$ cat src/rtl/axi_lite_arbiter_nm.sv
`default_nettype none
// ============================================================================
// Module   : axi_lite_arbiter_nm
// Brief    : N-master to 1-slave AXI-lite arbiter for the shared SRAM port.
//            One complete read or write transaction is granted at a time.
//            The grant is held until the B or R handshake completes.
//            Arbitration is fixed priority (highest index wins) or
//            round-robin, selected by RR_MODE.
// Revision : 1.0 - initial release
// ============================================================================
module axi_lite_arbiter_nm #(
  parameter int NUM_M   = 2,
  parameter int ADDR_W  = 64,
  parameter int DATA_W  = 64,
  parameter int RR_MODE = 1
) (
  input  logic                       clk,
  input  logic                       rst_n,
  input  logic [NUM_M*ADDR_W-1:0]    m_aw_addr,
  input  logic [NUM_M-1:0]           m_aw_valid,
  output logic [NUM_M-1:0]           m_aw_ready,
  input  logic [NUM_M*DATA_W-1:0]    m_w_data,
  input  logic [NUM_M*DATA_W/8-1:0]  m_w_strb,
  input  logic [NUM_M-1:0]           m_w_valid,
  output logic [NUM_M-1:0]           m_w_ready,
  output logic [NUM_M-1:0]           m_b_valid,
  input  logic [NUM_M-1:0]           m_b_ready,
  input  logic [NUM_M*ADDR_W-1:0]    m_ar_addr,
  input  logic [NUM_M-1:0]           m_ar_valid,
  output logic [NUM_M-1:0]           m_ar_ready,
  output logic [DATA_W-1:0]          m_r_data,
  output logic [NUM_M-1:0]           m_r_valid,
  input  logic [NUM_M-1:0]           m_r_ready,
  output logic [ADDR_W-1:0]          s_aw_addr,
  output logic                       s_aw_valid,
  input  logic                       s_aw_ready,
  output logic [DATA_W-1:0]          s_w_data,
  output logic [DATA_W/8-1:0]        s_w_strb,
  output logic                       s_w_valid,
  input  logic                       s_w_ready,
  input  logic                       s_b_valid,
  output logic                       s_b_ready,
  output logic [ADDR_W-1:0]          s_ar_addr,
  output logic                       s_ar_valid,
  input  logic                       s_ar_ready,
  input  logic [DATA_W-1:0]          s_r_data,
  input  logic                       s_r_valid,
  output logic                       s_r_ready,
  output logic [$clog2(NUM_M)-1:0]   grant_idx,
  output logic                       busy
);

  localparam int IDX_W  = $clog2(NUM_M);
  localparam int STRB_W = DATA_W / 8;

  typedef enum logic [2:0] {
    ST_IDLE    = 3'd0,
    ST_WR      = 3'd1,
    ST_WR_RESP = 3'd2,
    ST_RD_ADDR = 3'd3,
    ST_RD_DATA = 3'd4
  } state_t;

  state_t             state;
  state_t             state_nxt;
  logic [IDX_W-1:0]   last_grant;
  logic               aw_done;
  logic               w_done;
  logic               aw_done_nxt;
  logic               w_done_nxt;
  logic               grant_en;
  logic [NUM_M-1:0]   req;
  logic [IDX_W-1:0]   winner;
  logic               aw_hs;
  logic               w_hs;

  logic [ADDR_W-1:0]  aw_addr_arr [NUM_M];
  logic [ADDR_W-1:0]  ar_addr_arr [NUM_M];
  logic [DATA_W-1:0]  w_data_arr  [NUM_M];
  logic [STRB_W-1:0]  w_strb_arr  [NUM_M];

  // Split the flat per-master buses into per-master slices
  for (genvar i = 0; i < NUM_M; i++) begin : g_unpack
    assign aw_addr_arr[i] = m_aw_addr[i*ADDR_W +: ADDR_W];
    assign ar_addr_arr[i] = m_ar_addr[i*ADDR_W +: ADDR_W];
    assign w_data_arr[i]  = m_w_data[i*DATA_W +: DATA_W];
    assign w_strb_arr[i]  = m_w_strb[i*STRB_W +: STRB_W];
  end

  // Payloads always follow the granted master; valids are gated separately
  assign s_aw_addr = aw_addr_arr[grant_idx];
  assign s_ar_addr = ar_addr_arr[grant_idx];
  assign s_w_data  = w_data_arr[grant_idx];
  assign s_w_strb  = w_strb_arr[grant_idx];
  assign m_r_data  = s_r_data;
  assign busy      = (state != ST_IDLE);
  assign req       = m_aw_valid | m_ar_valid;

  // Pick the winner among current requesters
  always_comb begin
    winner = '0;
    if (RR_MODE != 0) begin
      // Walk backwards so the nearest requester after last_grant is kept
      for (int k = NUM_M; k >= 1; k--) begin
        if (req[(int'(last_grant) + k) % NUM_M]) begin
          winner = IDX_W'((int'(last_grant) + k) % NUM_M);
        end
      end
    end else begin
      // Highest requesting index overrides lower ones
      for (int i = 0; i < NUM_M; i++) begin
        if (req[i]) begin
          winner = IDX_W'(i);
        end
      end
    end
  end

  // State, grant and write-phase flag registers
  always_ff @(posedge clk) begin
    if (!rst_n) begin
      state      <= ST_IDLE;
      grant_idx  <= '0;
      last_grant <= IDX_W'(NUM_M - 1);
      aw_done    <= 1'b0;
      w_done     <= 1'b0;
    end else begin
      state   <= state_nxt;
      aw_done <= aw_done_nxt;
      w_done  <= w_done_nxt;
      if (grant_en) begin
        grant_idx  <= winner;
        last_grant <= winner;
      end
    end
  end

  // Channel forwarding for the granted master and next-state decode
  always_comb begin
    state_nxt   = state;
    aw_done_nxt = aw_done;
    w_done_nxt  = w_done;
    grant_en    = 1'b0;
    s_aw_valid  = 1'b0;
    s_w_valid   = 1'b0;
    s_b_ready   = 1'b0;
    s_ar_valid  = 1'b0;
    s_r_ready   = 1'b0;
    m_aw_ready  = '0;
    m_w_ready   = '0;
    m_b_valid   = '0;
    m_ar_ready  = '0;
    m_r_valid   = '0;
    aw_hs       = 1'b0;
    w_hs        = 1'b0;

    case (state)
      ST_IDLE: begin
        if (|req) begin
          grant_en  = 1'b1;
          // A master raising AW and AR together gets its write first
          state_nxt = m_aw_valid[winner] ? ST_WR : ST_RD_ADDR;
        end
      end
      ST_WR: begin
        s_aw_valid            = ~aw_done & m_aw_valid[grant_idx];
        s_w_valid             = ~w_done & m_w_valid[grant_idx];
        m_aw_ready[grant_idx] = ~aw_done & s_aw_ready;
        m_w_ready[grant_idx]  = ~w_done & s_w_ready;
        aw_hs                 = s_aw_valid & s_aw_ready;
        w_hs                  = s_w_valid & s_w_ready;
        if (aw_hs) aw_done_nxt = 1'b1;
        if (w_hs)  w_done_nxt  = 1'b1;
        if ((aw_done | aw_hs) & (w_done | w_hs)) begin
          state_nxt = ST_WR_RESP;
        end
      end
      ST_WR_RESP: begin
        s_b_ready            = m_b_ready[grant_idx];
        m_b_valid[grant_idx] = s_b_valid;
        if (s_b_valid & m_b_ready[grant_idx]) begin
          state_nxt   = ST_IDLE;
          aw_done_nxt = 1'b0;
          w_done_nxt  = 1'b0;
        end
      end
      ST_RD_ADDR: begin
        s_ar_valid            = m_ar_valid[grant_idx];
        m_ar_ready[grant_idx] = s_ar_ready;
        if (m_ar_valid[grant_idx] & s_ar_ready) begin
          state_nxt = ST_RD_DATA;
        end
      end
      ST_RD_DATA: begin
        s_r_ready            = m_r_ready[grant_idx];
        m_r_valid[grant_idx] = s_r_valid;
        if (s_r_valid & m_r_ready[grant_idx]) begin
          state_nxt = ST_IDLE;
        end
      end
      default: begin
        state_nxt = ST_IDLE;
      end
    endcase
  end

endmodule
`default_nettype wire
$ cat config.mk
export PLATFORM = sky130hd
export DESIGN_NAME = axi_lite_arbiter_nm
export DESIGN_NICKNAME = d
export VERILOG_FILES = /design/src/rtl/axi_lite_arbiter_nm.sv
export SDC_FILE = /design/constraint.sdc
export NUM_CORES = 1
export LEC_CHECK = 0
export CORE_AREA = 5 5 292 294
export CTS_BUF_LIST = sky130_fd_sc_hd__clkbuf_4 sky130_fd_sc_hd__clkbuf_8
export DETAILED_ROUTE_END_ITERATION = 6
export DIE_AREA = 0 0 297 299
export DONT_BUFFER_PORTS = 1
export GPL_ROUTABILITY_DRIVEN = 1
export SLEW_MARGIN = 15
export SYNTH_ARGS = -nofsm -noshare
export SYNTH_HDL_FRONTEND = slang
export SYNTH_SLANG_ARGS = --single-unit
$ cat constraint.sdc
create_clock -name clk -period 4.4 [get_ports clk]
set_clock_uncertainty 0.15 [all_clocks]
set_input_delay 0.22 -clock clk [delete_from_list [all_inputs] [get_ports clk]]
set_output_delay 0.22 -clock clk [all_outputs]
set_load 0.05 [all_outputs]
Yosys cells after proc, flatten, opt, wreduce, memory -nomap -nowiden
Index checks and enable logic that the tools add are counted.
{ "word_totals": {"reg_bits": 7, "output_inout_bits": 281, "elab_cells": 113} }
{ "classes": {"n_addsub": 2, "magnitude_cmp": 6, "eq_ne": 11, "n_mux": 58, "bitwise_logic": 23, "reduce_logical": 8} }
{ "op_table": {"columns": ["op", "count"], "rows": [
  ["$mux W64", 9],
  ["$mux W1", 31],
  ["$mux W8", 3],
  ["$mux W3", 5],
  ["$pmux W3 S5", 1],
  ["$ne A2 B2 Y1 const B", 7],
  ["$mux W2", 6],
  ["$and A1 B1 Y1", 10],
  ["$and A2 B2 Y2", 5],
  ["$eq A3 B2 Y1 const B", 2],
  ["$lt A2 B3 Y1 const B", 2],
  ["$reduce_and A3 Y1", 2],
  ["$reduce_and A5 Y1", 1],
  ["$lt A1 B2 Y1 const B", 2],
  ["$pmux W1 S2", 2],
  ["$eq A3 B1 Y1 const B", 1],
  ["$eq A3 B3 Y1 const B", 1],
  ["$logic_not A3 Y1", 1],
  ["$reduce_bool A3 Y1", 1],
  ["$add A1 B1 Y1 const B", 2],
  ["$and A1 B1 Y1 const A", 2],
  ["$ge A2 B2 Y1 const B", 1],
  ["$not A1 Y1", 2],
  ["$not A1 Y2", 1],
  ["other kinds (7)", 8]
]} }

Depth between registers and ports, before layout
Gate-level depths: netlist of the first run.
{ "logic_depth": {"word_depth": 12, "depth_mapped": 7, "mapped_depth_nobuf": 5} }

Least setup slack after synthesis of the first run
Ideal clock, no wire load.
{ "synth_path": {"path_type": "flip-flop to output port", "startpoint": "register grant_idx", "endpoint": "output m_aw_ready[1]", "t_arrival_ns": 3.112, "path_slack_ns": 0.918, "path_stages_with_launch": 7, "n_path_buf": 4, "cell_sequence": "dfxtp_1 -> buf_2 -> buf_2 -> buf_2 -> buf_2 -> inv_1 -> nor4_1"} }
{ "synth_between": {"elab_chain_len": 6, "elab_cells_between_ends": 7, "cone_classes": "order compare (2); mux (3); bitwise (1); reduce/logical (1)"} }
{ "synth_lines": {"columns": ["item", "line_no", "rtl"], "rows": [
  ["start, declared", "49", "output logic [$clog2(NUM_M)-1:0] grant_idx,"],
  ["start signal, assigned", "132", "grant_idx <= winner;"],
  ["$lt A1 B2 Y1 (implied by the code) / $ge A1 B1 Y1 (equally long branches)", "168", "m_aw_ready[grant_idx] = ~aw_done & s_aw_ready;"],
  ["$logic_and A1 B1 Y1 (implied by the code)", "168", null],
  ["$mux W1 (implied by the code)", "168", null],
  ["$demux W1 S1 (*)", "168", null],
  ["$and A2 B2 Y2 (no line) (*)", null, null],
  ["$mux W2 (*)", "157", "case (state)"],
  ["end, declared", "21", "output logic [NUM_M-1:0] m_aw_ready,"]
]} }
Every way passes the cells marked *; elsewhere a longest branch is shown, timed or not.

Worst setup path after layout of the first run
{ "layout_path": {"startpoint": "register grant_idx", "endpoint": "output m_b_valid[1]"} }
{ "layout_between": {"elab_chain_len": 6, "elab_cells_between_ends": 7, "cone_classes": "order compare (2); mux (3); bitwise (1); reduce/logical (1)"} }
{ "layout_lines": {"columns": ["item", "line_no", "rtl"], "rows": [
  ["$lt A1 B2 Y1 (implied by the code) / $ge A1 B1 Y1 (equally long branches)", "180", "m_b_valid[grant_idx] = s_b_valid;"],
  ["$logic_and A1 B1 Y1 (implied by the code)", "180", null],
  ["$mux W1 (implied by the code)", "180", null],
  ["$demux W1 S1 (*)", "180", null],
  ["$and A2 B2 Y2 (no line) (*)", null, null],
  ["$mux W2 (*)", "157", null],
  ["end, declared", "26", "output logic [NUM_M-1:0] m_b_valid,"]
]} }
Marked as above.

==> metrics.yaml, run 1 <==
syn_area_sq_um: 3470
ff_latch_area_sq_um: 144
p_comb_share_pct: 92.3
relSlewSlack_pct: 27.9
yosysUniqueCellTypes: 34
rsz0062_at_grt: "no"
layout.nets: 773
synth-async-reset-ratio_pct: 0
crit_slowest_cell: "nor2_1"
p_switching_w: 0.00220
violations: "hold timing"
slew_violations: 0
grt_overflow: 0
grt_pass1_vias: 3066
yosysTopAreaCellShare_pct: 65.6
cp_max_fo: 63
cts_hold_buf: 1
dp.cells: 1366
worstSetupPathType: "flop to primary output"
pwr-share-seq_pct: 4.2
routabilityCongestion: 0.878
max_freq_mhz: 361
finalSetupViolations: 0
post-synth-top-area-cell: "mux2_2"
core_sq_um: 82600
rows: 106
placed_cell_area_sq_um: 4280
ant_nets: 0
initial_utilization_pct: 4.20
yosysWarnings: 0
post-route-util_pct: 5.28
p_per_area_nw_per_um2: 654
hold_path_class: "input pin to flop"
syn_to_final_growth_pct: 25.8
holdWs_ns: -0.00281
multi_input_area_sq_um: 2710
vias: 3069
cp-end-kind: "primary output"
hpwl_um: 44900
h-tree-depth: 1
power.internal_w: 0.000652
cts_tree: "yes"
power.share.clock_pct: 3.5
wl_per_cell_um: 33.9
chipHeight_um: 299
die_area_sq_um: 88800
clock_sink_count: 7
cts_buffer_depth: 2
fin_setup_tns_ns: 0
portBuffers: 0
grt_antenna_before_repair: 35
drcViolationCount: 0
drive_gt1_share_pct: 76.3
vdd.ir_drop.worst_v: 0.000467
fin_crit_sh_pct: 63.0
cts_root_buf: "clkbuf_8"
grt_pass1_wl_um: 52600
grt_max_degree: 145
syn_nets: 852
critPathMaxStageDelay_ns: 0.76
cts_setup_buffers: 0
clk_pin_slew_ns: 0.04
fin_crit_ns: 2.77
avgSynthCellArea_sq_um: 9.35
synth-edff-count: 0
io_pins: 762
synthCells: 371
finalHoldViolations: 1
dr.pass1.iters: 4
drt-vias-per-instance: 2.22
yosys-top-cells-area: "mux2_2, buf_4, dfxtp_1, buf_2, mux2i_1"
startpoint_type: "flop"
clk_latency_ns: 0.23
track_usage_pct: 9.70
ys_seq_area_share_pct: 4.04
worst_slew_pin_slew_ns: 1.08
synthFlopType: "dfxtp_1"
final_cell_area_sq_um: 4360
power_leakage_nw: 1.03
synth-seq-cells: 7
post_cts_resized: 0
critical_path_required_ns: 4.03
sw_frac_of_total_pct: 77.2
status: "finished with violations"
maxCapViolations: 0
die_w_um: 297
numCtsBuffers: 3
final_cells: 1380
arrival_ns: 2.40
cp_cell_sequence: "buf_4, inv_1, nor2_1"
drt-total-wl_um: 46800
fillers: 9742
drtIter0Drc: 168
-- state kept, by name, summed over array words and instances, names as in the netlist --
| signal | flops |
|---|---|
| w_done | 1 |
| state | 3 |
| grant_idx | 1 |
| last_grant | 1 |
| aw_done | 1 |
-- Yosys cell counts, types with 2 or more instances --
cell,number
a21boi_0,2
o21ai_0,6
and3_1,5
buf_1,5
dfxtp_1,7
a21oi_1,3
nor2_1,8
nand2b_1,3
nor4_1,2
and2_1,2
nor3_1,4
buf_2,18
buf_4,64
mux2_2,202
nand3_1,2
o31ai_1,2
nand2_1,9
inv_1,6
buf_6,2
nor2b_1,2
mux2i_1,4
-- per-stage QoR --
step	total power, W	setup WS (ns)
6_report	0.00285	1.63
5_1_grt	0.00303	1.42
4_1_cts	0.00294	1.58
3_5_place_dp	0.00284	1.79
3_3_place_gp	0.00283	1.82
2_1_floorplan	0.00236	0.918
-- logic make-up after synthesis --
group | synth area share [%]
mux | 66.7
flops | 4.04
buf+inv | 18.4
compound gates | 3.93
simple gates | 6.89
-- final timing paths --
kind,cells past startpoint,slack (ns),from,to
setup / recovery,3,1.63,grant_idx,m_b_valid[1]
hold / removal,2,-0.003,rst_n,state[1]
setup reg to reg,6,1.81,grant_idx,state[1]
hold reg to reg,2,0.39,last_grant,last_grant
-- cell usage in the layout, fill, tap and decap left out, drive strengths merged --
master / synthesis / routed
o21ba: 1 / 1
mux2i: 4 / 4
o21ai: 6 / 6
nor2: 8 / 8
or3b: 2 / 2
o211ai: 1 / 1
diode: 0 / 9
nor4: 2 / 2
dlygate4sd3: 0 / 1
nor2b: 2 / 2
or4: 1 / 1
nor3: 4 / 4
a21boi: 3 / 3
nand2: 9 / 9
o311ai: 1 / 1
nand2b: 3 / 3
nand3b: 1 / 1
mux2: 202 / 202
clkbuf: 1 / 4
nand3: 2 / 2
and3: 5 / 5
o2111a: 1 / 1
dfxtp: 7 / 7
o31ai: 2 / 2
a21oi: 3 / 3
a211oi: 1 / 1
and3b: 1 / 1
inv: 6 / 6
and2: 2 / 2
buf: 89 / 5
nor4b: 1 / 1
-- worst max-delay path, delay by kind of cell (launching register included) --
family,cells,cell delay [ns]
buffers and inverters,2,1.01
DFF,1,0.40
and+or+nand+nor,1,0.76
-- power by group through the flow --
stage               Combinational, W  Clock [W]  Sequential, W
floorplan                    0.00225          0       0.000107
global placement             0.00271          0       0.000119
detailed placement           0.00272          0       0.000120
CTS                          0.00273   0.000100       0.000119
global route                 0.00280   0.000105       0.000124
finish                       0.00263  0.0000998       0.000120
-- area by class of cell --
cell class,count,area share [%]
repair buffers,6,1.38
diodes,9,0.516
well taps,1080,31.0
inverters,6,0.516
clock buffers,4,1.12
multi-input cells,268,62.2
flip-flops and latches,7,3.30
-- layer usage --
layer / global-route usage, % / wire (um) / vias up
li1: - / - / 1138
met1: 12.9 / 20700 / 1344
met2: 10.5 / 14600 / 501
met3: 9.93 / 10400 / 64
met4: 1.54 / 885 / 22
met5: 0 / 163 / -
No activity file was read; power rests on OpenSTA's default activity.
==> run 2, diff against run 1 <==
==> constraint.sdc (replaced) <==
create_clock -name clk -period 2.4 [get_ports clk]
set_clock_uncertainty 0.15 [all_clocks]
set_input_delay 0.12 -clock clk [delete_from_list [all_inputs] [get_ports clk]]
set_output_delay 0.12 -clock clk [all_outputs]
set_load 0.05 [all_outputs]
==> run 2 against run 1 <==
The flow still finishes with violations (hold timing). Global-route usage down 1.0 points. Power increased by 81%. Clock power grew 78%. Critical path depth down 1. Sequential share of layout area decreased by 0.16 points. Flip-flop and latch count is the same. Critical path type unchanged. Largest cell class unchanged.
==> metrics.yaml, run 2 (synthesis gave the netlist of run 1 again) <==
status: "finished with violations"
violations: "hold timing"
final_cell_mix: "mux2_2, buf_4, nand2_1, nor2_1"
initial_utilization_pct: 4.20  # unchanged
drt-vias-per-instance: 2.23  # +0.12%
top_register: "state"
critical_path_required_ns: 2.13  # -1.90 ns
cts_root_buf: "clkbuf_8"
chipHeight_um: 299  # unchanged
grt_antenna_before_repair: 37  # +5.7%
worstSetupPathType: "flop to primary output"
min-delay-start: "m_ar_valid[0]"
cp_cell_sequence: "buf_16, mux2_2"
grt_pass1_wl_um: 48000  # -8.9%
io_pins: 762  # unchanged
crit_family: "multiplexers"
drcViolationCount: 0  # unchanged
timing.rr.end: "state[2]"
holdWs_ns: -0.00302  # -0.000208 ns
slew_violations: 0  # unchanged
relSlewSlack_pct: 27.4  # -0.51 points
clk_latency_ns: 0.22  # about the same
critPathMaxStageDelay_ns: 0.67  # -0.09 ns
maxCapViolations: 0  # unchanged
drtIter0Drc: 139  # -17%
core_sq_um: 82600  # unchanged
numCtsBuffers: 3  # unchanged
arrival_ns: 2.06  # -0.34 ns
reg2reg_slack_ns: 0.22  # -1.59 ns
vdd.ir_drop.worst_v: 0.000576  # +23%
startpoint_type: "flop"
clk_pin_slew_ns: 0.04  # about the same
drive_gt1_share_pct: 77.1  # +0.84 points
max_freq_mhz: 430
dr.pass1.iters: 4  # unchanged
layout_commonest_cell: "mux2_2"
final_cells: 1399  # +1.4%
track_usage_pct: 8.69  # -1.0 points
post-route-util_pct: 5.54  # +0.26 points
rows: 106  # unchanged
reg2reg_depth: 4  # -2
grt_pass1_vias: 3168  # +3.3%
crit_slowest_cell: "mux2_2"
power_leakage_nw: 1.14  # +10%
portBuffers: 0  # unchanged
fin_crit_ns: 2.33
rsz0062_at_grt: "no"
min_to: "grant_idx"
critical_path_buf_inv_count: 1  # -1
finalSetupViolations: 0  # unchanged
p_per_area_nw_per_um2: 1130  # +72%
h-tree-depth: 1  # unchanged
vias: 3115  # +1.5%
drt-total-wl_um: 42400  # -9.4%
cts_buffer_depth: 2  # unchanged
r2r-start: "state[1]"
die_w_um: 297  # unchanged
cp_max_fo: 93  # +48%
dp.cells: 1377  # +0.81%
worst_slew_pin_slew_ns: 1.09  # +0.00536 ns
syn_to_final_growth_pct: 32.0
cts_tree: "yes"
ant_nets: 0  # unchanged
die_area_sq_um: 88800  # unchanged
grt_overflow: 0  # unchanged
grt_max_degree: 94  # -35%
hold_path_class: "input pin to flop"
whs_path_depth: 3  # +1
layout.nets: 788  # +1.9%
hpwl_um: 39900  # -11%
clock_sink_count: 7  # unchanged
cp-end-kind: "primary output"
routabilityCongestion: 0.793  # -9.7%
finalHoldViolations: 1  # unchanged
fin_crit_sh_pct: 97.0
wl_per_cell_um: 30.3  # -11%
largest_register_ffs: 3  # unchanged
-- run 2: tightest hold or removal path, stage by stage --
cell,delay (ns)
o21ai_0,0.07
nand2b_1,0.07
a21boi_0,0.06
-- run 2: report_power, final --
part | switching (W) | internal [W]
clock | 0.0000513 | 0.000126
combinational | 0.00372 | 0.00101
sequential | 0.000104 | 0.000154
-- run 2: cell type report --
class	count	area, sq um
diodes	13	32.5
clock buffers	4	48.8
fillers	9749	78000
inverters	6	22.5
multi-input cells	268	2740
flip-flops and latches	7	144
well taps	1080	1350
repair buffers	21	243
-- run 2: routing by layer --
layer  vias to the layer above  part of all wire [%]  GRT usage [%]
li1                       1167                     -              -
met1                      1373                    38           9.42
met2                       489                    32           9.82
met3                        70                    28           12.0
met4                        16                   1.8           1.28
met5                         -                  0.30              0
-- run 2: worst max path at each step --
stage	depth (start not counted)	start	to
5_1_grt	2	grant_idx	s_aw_addr[33]
2_1_floorplan	6	grant_idx	m_r_valid[1]
4_1_cts	2	grant_idx	s_aw_addr[18]
6_report	2	grant_idx	s_aw_addr[11]
3_5_place_dp	2	grant_idx	s_aw_addr[22]
3_3_place_gp	4	grant_idx	state[2]
-- run 2: repair_timing --
action	in CTS	in global routing
hold buffers	4	0
buffers inserted	0	1
hold endpoints to repair	7	0
gates resized for setup	2	2
cloned	0	0
endpoints found under the setup margin	34	79
-- run 2: per-stage QoR --
stage | setup TNS [ns] | setup slack [ns] | area, sq um | power [W]
2_1_floorplan | -0.496 | -0.153 | 3500 | 0.00434
3_3_place_gp | 0 | 0.0634 | 4410 | 0.00502
3_5_place_dp | 0 | 0.177 | 4410 | 0.00504
4_1_cts | -0.0761 | -0.0129 | 4510 | 0.00524
5_1_grt | 0 | 0.0195 | 4560 | 0.00546
6_report | 0 | 0.0731 | 4580 | 0.00516
